[config.mk]
export PLATFORM = sky130hd
export DESIGN_NAME = nibbler_in_port
export DESIGN_NICKNAME = d
export VERILOG_FILES = /design/src/rtl/nibbler_pkg.sv /design/src/rtl/nibbler_debounce_bit.sv /design/src/rtl/nibbler_in_port.sv
export SDC_FILE = /design/constraint.sdc
export NUM_CORES = 1
export LEC_CHECK = 0
export CAP_MARGIN = 10
export CORE_MARGIN = 10
export CORE_UTILIZATION = 60
export CTS_CLUSTER_SIZE = 40
export DETAILED_ROUTE_END_ITERATION = 10
export PLACE_DENSITY_LB_ADDON = 0.12
export SETUP_SLACK_MARGIN = 0.15
export SLEW_MARGIN = 20
export SYNTH_ARGS = -nofsm -noshare
export SYNTH_HDL_FRONTEND = slang
export SYNTH_SLANG_ARGS = --single-unit
export TNS_END_PERCENT = 50
[constraint.sdc]
create_clock -name clk -period 2.6 [get_ports clk]
set_clock_uncertainty 0.05 [all_clocks]
set_input_delay 0.52 -clock clk [delete_from_list [all_inputs] [get_ports clk]]
set_output_delay 0.52 -clock clk [all_outputs]
set_load 0.03 [all_outputs]
[src/rtl/nibbler_pkg.sv]
// rtl/nibbler_pkg.sv - shared types and port ids for the Nibbler IN-side peripheral
// Contents:
//   nibble_t      4-bit data nibble
//   IN_PORT0..2   rd_sel codes of the three IN ports
//   IN_PORT_NONE  rd_sel code that addresses no port
//   NUM_IN_PORTS  number of pushbutton banks / IN ports
package nibbler_pkg;

  typedef logic [3:0] nibble_t;

  localparam logic [1:0] IN_PORT0     = 2'd0;
  localparam logic [1:0] IN_PORT1     = 2'd1;
  localparam logic [1:0] IN_PORT2     = 2'd2;
  localparam logic [1:0] IN_PORT_NONE = 2'd3;
  localparam int         NUM_IN_PORTS = 3;

endpackage

[src/rtl/nibbler_debounce_bit.sv]
// rtl/nibbler_debounce_bit.sv - two-flop synchroniser plus counting debouncer for one button bit
// Ports:
//   clk    in   system clock, rising edge
//   reset  in   synchronous active-high reset
//   raw    in   asynchronous button level
//   db     out  debounced level
//   rise   out  high while db is about to go 0->1 at the coming edge
module nibbler_debounce_bit #(
  parameter int DEBOUNCE_CYCLES = 4
) (
  input  logic clk,
  input  logic reset,
  input  logic raw,
  output logic db,
  output logic rise
);

  localparam int CNT_W = $clog2(DEBOUNCE_CYCLES + 1);
  localparam logic [CNT_W-1:0] CNT_LAST = CNT_W'(DEBOUNCE_CYCLES - 1);

  logic             s1;
  logic             s2;
  logic [CNT_W-1:0] cnt;
  logic             flip;

  // cnt holds the number of consecutive earlier mismatch edges, so the
  // DEBOUNCE_CYCLES-th mismatching edge is the one that moves db.
  assign flip = (s2 != db) && (cnt == CNT_LAST);
  assign rise = flip && s2;

  always_ff @(posedge clk) begin
    if (reset) begin
      s1  <= 1'b0;
      s2  <= 1'b0;
      db  <= 1'b0;
      cnt <= '0;
    end else begin
      s1 <= raw;
      s2 <= s1;
      if (s2 == db) begin
        cnt <= '0;
      end else if (flip) begin
        db  <= s2;
        cnt <= '0;
      end else begin
        cnt <= cnt + 1'b1;
      end
    end
  end

endmodule

[src/rtl/nibbler_in_port.sv]
// rtl/nibbler_in_port.sv - conditions three 4-bit pushbutton banks into Nibbler IN_0..IN_2
// Optional feature macro: NIBBLER_IN_STICKY_EN (per-bit sticky press flags cleared by IN reads)
// Ports:
//   clk          in   system clock, rising edge
//   reset        in   synchronous active-high reset
//   BTN_0..2     in   raw asynchronous pushbutton banks
//   rd_en        in   CPU IN-instruction read strobe
//   rd_sel       in   port being read (3 = none)
//   IN_0..2      out  conditioned nibbles
//   press        out  one-cycle pulse when any debounced bit rises
module nibbler_in_port
  import nibbler_pkg::*;
#(
  parameter int DEBOUNCE_CYCLES = 4
) (
  input  logic       clk,
  input  logic       reset,
  input  logic [3:0] BTN_0,
  input  logic [3:0] BTN_1,
  input  logic [3:0] BTN_2,
  input  logic       rd_en,
  input  logic [1:0] rd_sel,
  output logic [3:0] IN_0,
  output logic [3:0] IN_1,
  output logic [3:0] IN_2,
  output logic       press
);

  localparam int NBITS = NUM_IN_PORTS * 4;

  logic [NBITS-1:0] raw;
  logic [NBITS-1:0] db;
  logic [NBITS-1:0] rise;
  logic [NBITS-1:0] vis;

  assign raw = {BTN_2, BTN_1, BTN_0};

  for (genvar i = 0; i < NBITS; i++) begin : g_bit
    nibbler_debounce_bit #(
      .DEBOUNCE_CYCLES(DEBOUNCE_CYCLES)
    ) u_db (
      .clk  (clk),
      .reset(reset),
      .raw  (raw[i]),
      .db   (db[i]),
      .rise (rise[i])
    );
  end

  // rise is the pre-edge view of a 0->1 flip, so registering it lines the
  // pulse up with the first cycle the new level is visible.
  always_ff @(posedge clk) begin
    if (reset) begin
      press <= 1'b0;
    end else begin
      press <= |rise;
    end
  end

`ifdef NIBBLER_IN_STICKY_EN
  localparam logic [1:0] PORT_ID [NUM_IN_PORTS] = '{IN_PORT0, IN_PORT1, IN_PORT2};

  logic [NBITS-1:0] sticky;
  logic [NBITS-1:0] clr;

  always_comb begin
    clr = '0;
    for (int k = 0; k < NUM_IN_PORTS; k++) begin
      if (rd_en && (rd_sel != IN_PORT_NONE) && (rd_sel == PORT_ID[k])) begin
        clr[4*k +: 4] = 4'hF;
      end
    end
  end

  // A rise on the clearing edge is a fresh press and must survive the read.
  always_ff @(posedge clk) begin
    if (reset) begin
      sticky <= '0;
    end else begin
      sticky <= rise | (sticky & ~clr);
    end
  end

  assign vis = db | sticky;
`else
  logic unused_rd;
  assign unused_rd = &{1'b0, rd_en, rd_sel};
  assign vis = db;
`endif

  assign IN_0 = nibble_t'(vis[3:0]);
  assign IN_1 = nibble_t'(vis[7:4]);
  assign IN_2 = nibble_t'(vis[11:8]);

endmodule

# [Word level (Yosys, flattened, before mapping)]
# Index checks and enable logic that the tools add are counted.
# Widths: inputs -> output; s select.
[word_totals] reg_bits=73 inputBits=17 out_inout_bits=13 wordCells=158
[classes] addsub=12 n_eq_ne=36 n_bitwise=12 n_reduce_logical=49
[op_table] op="$add 3x1->3 const B" n=12
[op_table] op="$eq 3x2->1 const B" n=12
[op_table] op="$reduce_or 3->1" n=12
[op_table] op="$logic_and 1x1->1" n=24
[op_table] op="$reduce_and 2->1" n=12
[op_table] op="$eq 1x1->1" n=12
[op_table] op="$ne 1x1->1" n=12
[op_table] op="$not 1->1" n=12
[op_table] op="$reduce_or 12->1" n=1

# [Depth between registers and ports, before layout]
[depth] word_depth=4 depth_mapped=5 mapped_depth_nobuf=5

# [Modules after synthesis]
# A second synthesis with hierarchy kept.
[hier_totals] hier_cells=233 hier_area_um2=2642.5
[by_module_without_submodules] mod="nibbler_debounce_bit" instances=12 cells_each=19 area_per_inst_um2=216.5 seq_area_each_um2=120.1
[by_module_without_submodules] mod="nibbler_in_port" instances=1 cells_each=5 area_per_inst_um2=45.0 seq_area_each_um2=20.0

# [Worst setup path after synthesis]
# OpenSTA, ideal clock, no wires.
[synth_path] path_type="flip-flop to flip-flop" startpoint="register g_bit[4].u_db.cnt[0]" endpoint="register press" setup_ns=0.120 arrival_ns=1.169 required_time_ns=2.430 slack_ns=1.262 stages_incl_launch_ff=6 path_buffers=0 synth_period_minus_slack_ns=1.338 path_cell_list="dfxtp_1 > ha_1 > ha_1 > nand3b_1 > o2111ai_1 > o31a_1"
[synth_between] elab_chain_len=4
[synth_rtl] element="from (decl)" line="nibbler_debounce_bit.sv:23" rtl="logic [CNT_W-1:0] cnt;"
[synth_rtl] element="from (signal assigned)" line="nibbler_debounce_bit.sv:46" rtl="cnt <= cnt + 1'b1;"
[synth_rtl] element="$eq 3x2->1" line="nibbler_debounce_bit.sv:28" rtl="assign flip = (s2 != db) && (cnt == CNT_LAST);"
[synth_rtl] element="$logic_and 1x1->1" line="nibbler_debounce_bit.sv:28"
[synth_rtl] element="$logic_and 1x1->1" line="nibbler_debounce_bit.sv:29" rtl="assign rise = flip && s2;"
[synth_rtl] element="$reduce_or 12->1" line="nibbler_in_port.sv:56" rtl="press <= |rise;"
[synth_rtl] element="to (signal assigned)" line="nibbler_in_port.sv:56"
[synth_rtl] element="to (decl)" line="nibbler_in_port.sv:26" rtl="output logic press"
# Every way passes these cells.
# A chain may end at the register's enable or synchronous reset.

# [Final worst setup path]
[layout_path] startpoint="register g_bit[3].u_db.db" endpoint="output port IN_0[3]"
[layout_lines] element="from (decl)" line="nibbler_debounce_bit.sv:14" rtl="output logic db,"
[layout_lines] element="from (signal assigned)" line="nibbler_debounce_bit.sv:35" rtl="db <= 1'b0;"
[layout_lines] element="from (signal assigned)" line="nibbler_debounce_bit.sv:43" rtl="db <= s2;"
[layout_lines] element="to (decl)" line="nibbler_in_port.sv:23" rtl="output logic [3:0] IN_0,"
# No word-level cell between the ends.

==> results.json <==
{
  "pwr-share-comb_pct": 3.7,
  "cp_cell_sequence": "clkdlybuf4s50_1",
  "finalCritPeriodShare_pct": 77.2,
  "yosys.area_share.adder_pct": 10.5,
  "holdWs_ps": 367,
  "ys_seq_area_share_pct": 51.0,
  "max_slew_margin_pct": 78.0,
  "muxShareOfSynthArea_pct": 3.15,
  "critPathArrivalTime_ps": 1440,
  "cp_top_family": "buffers and inverters",
  "hold_violations": 0,
  "synth-xor-area-share_pct": 3.67,
  "slew_viol_final": 0,
  "nets": 325,
  "clk_latency_ps": 330,
  "min_path_type": "reg -> reg",
  "p_switching_w": 0.000391,
  "setup_violations": 0,
  "grt_pass1_wl_mm": 6.39,
  "dr.pass1.iters": 4,
  "fin_tns_setup_ps": 0,
  "tritoncts": "done",
  "clk_path_buf_depth": 2,
  "synth_cell_types": 20,
  "synth-simple-area-share_pct": 22.2,
  "vias": 1596,
  "layout_commonest_cell": "dfxtp_1",
  "grt-ovfl-total": 0,
  "gp_routability_congestion": 0.668,
  "clockPowerShare_pct": 37.7,
  "syn-num-nets": 304,
  "end_kind": "primary output",
  "io_pins": 30,
  "ys_ff_latch": 73,
  "row_count": 25,
  "drt_iter0_markers": 41,
  "worstPathRequired_ps": 2030,
  "cts_made_buffers": 9,
  "post_cts_resized": 0,
  "fmax_mhz": 498,
  "tightestPinTransition_ps": 330,
  "grt_usage_pct": 10.7,
  "diodes": 0,
  "cp_slowest_cell": "clkdlybuf4s50_1",
  "fin_util_pct": 69.7,
  "syn_avg_cell_area_sq_um": 10.9,
  "routed_wirelength_mm": 3.65,
  "drive_above_1_share_pct": 19.9,
  "p_leak_nw": 1.22,
  "dp_hpwl_mm": 2.61,
  "port_buffers": 26,
  "critPathBufInv": 1,
  "antenna_found_initial": 0,
  "powerDensity_mw_per_mm2": 605,
  "synth_compound_area_share_pct": 1.75,
  "die_x_um": 89.1,
  "synth_top_family_by_area": "simple AND/OR/NAND/NOR gates",
  "cts_hold_buf": 0,
  "area_growth_syn_to_layout_pct": 13.4,
  "critPathMaxFanout": 4,
  "vias_per_cell": 4.68,
  "fillCellCount": 355,
  "critical_path_class": "reg -> out",
  "status": "complete, no violations",
  "ys_warn_count": 0,
  "sw_frac_of_total_pct": 19.9,
  "syn_inst": 263,
  "drc_errors": 0,
  "h-tree-depth": 3,
  "die_height_um": 89.1,
  "drv_cap": 0,
  "cts-root-buf": "clkbuf_8",
  "dieArea_sq_mm": 0.00793,
  "fin_crit_ps": 2010,
  "syn_area_sq_mm": 0.00286,
  "cellInternalPower_w": 0.00157,
  "power_frac_seq_pct": 58.7,
  "ant_nets": 0,
  "startpoint_type": "flip-flop",
  "clkSlewWorstSetupHoldPaths_ps": 70,
  "initial_core_util_pct": 61.4,
  "grt_max_degree": 50,
  "max_stage_delay_ps": 700,
  "rsz0062_at_grt": "no",
  "cts_sinks": 73,
  "final_cell_mix": "dfxtp_1, nor2_2, clkdlybuf4s50_1",
  "postCtsSetupRepairBufs": 0,
  "grt_pass1_vias": 1565,
  "vdd_drop_max_mv": 0.372,
  "coreArea_sq_mm": 0.00466,
  "wl_per_cell_um": 10.7
}
-- per-stage QoR --
stage | setup slack (ps) | total power, W | area [sq um] | instances
after floorplan | 1260 | 0.00122 | 2860 | 263
after global placement | 815 | 0.00125 | 3080 | 327
after detailed placement | 807 | 0.00125 | 3080 | 327
after CTS | 560 | 0.00200 | 3250 | 341
after global routing | 525 | 0.00206 | 3250 | 341
final | 594 | 0.00197 | 3250 | 341
-- layout make-up --
| type | instances | area [sq um] | share of cell area [%] |
|---|---|---|---|
| multi-input combinational | 148 | 1180 | 36.4 |
| inverter | 25 | 93.8 | 2.89 |
| tap | 54 | 67.6 | 2.08 |
| timing repair buffer | 27 | 280 | 8.63 |
| sequential | 73 | 1460 | 45.0 |
| clock buffer | 14 | 163 | 5.01 |
-- power by group through the flow --
stage	Sequential [W]	Clock, W	Combinational, W
after CTS	0.00115	0.000768	0.0000739
after global routing	0.00115	0.000822	0.0000811
final	0.00115	0.000740	0.0000721
after global placement	0.00118	0	0.0000723
after floorplan	0.00118	0	0.0000486
after detailed placement	0.00118	0	0.0000736
-- path summary, 6_finish.rpt --
check                  startpoint              endpoint  slack, ps  depth (start not counted)
max              g_bit[3].u_db.db               IN_0[3]        590                          1
min reg2reg  g_bit[6].u_db.cnt[0]  g_bit[6].u_db.cnt[0]        370                          1
max reg2reg  g_bit[4].u_db.cnt[0]                 press       1110                          5
min          g_bit[6].u_db.cnt[0]  g_bit[6].u_db.cnt[0]        370                          1
-- flip-flops by register name, summed over array words and instances (netlist names) --
register,count
g_bit.u_db.db,12
g_bit.u_db.s2,12
g_bit.u_db.s1,12
g_bit.u_db.cnt,36
press,1
-- cell usage after synthesis --
library cell	instances	area (sq um)
nand2_1	3	11.3
clkbuf_1	1	3.75
o31a_1	1	8.76
nor2b_1	23	144
or3_4	12	135
xnor2_1	12	105
a21oi_1	3	15.0
ha_1	24	300
nor2_1	12	45.0
inv_1	25	93.8
and2b_1	1	7.51
mux2i_1	9	90.1
nand2b_1	3	18.8
buf_2	2	10.0
o2111ai_1	3	26.3
buf_6	2	22.5
nor2_2	33	206
dfxtp_1	73	1460
nand3b_1	9	67.6
buf_4	12	90.1
-- layer usage --
metal	vias up	GRT usage, %	share of wire (%)
li1	863	-	-
met4	0	8.67	3.0
met2	27	15.8	42
met5	-	0	0
met1	697	12.0	49
met3	9	4.19	6.0
-- cell families after synthesis --
kind of cell	after synthesis
XOR/XNOR	12
AND/OR/NAND/NOR	96
multiplexers	9
adder cells (fa/ha/maj)	24
flip-flops	73
AO/OA/AOI/OAI	7
buffers and inverters	42
Power figures use the tool's default switching activity.
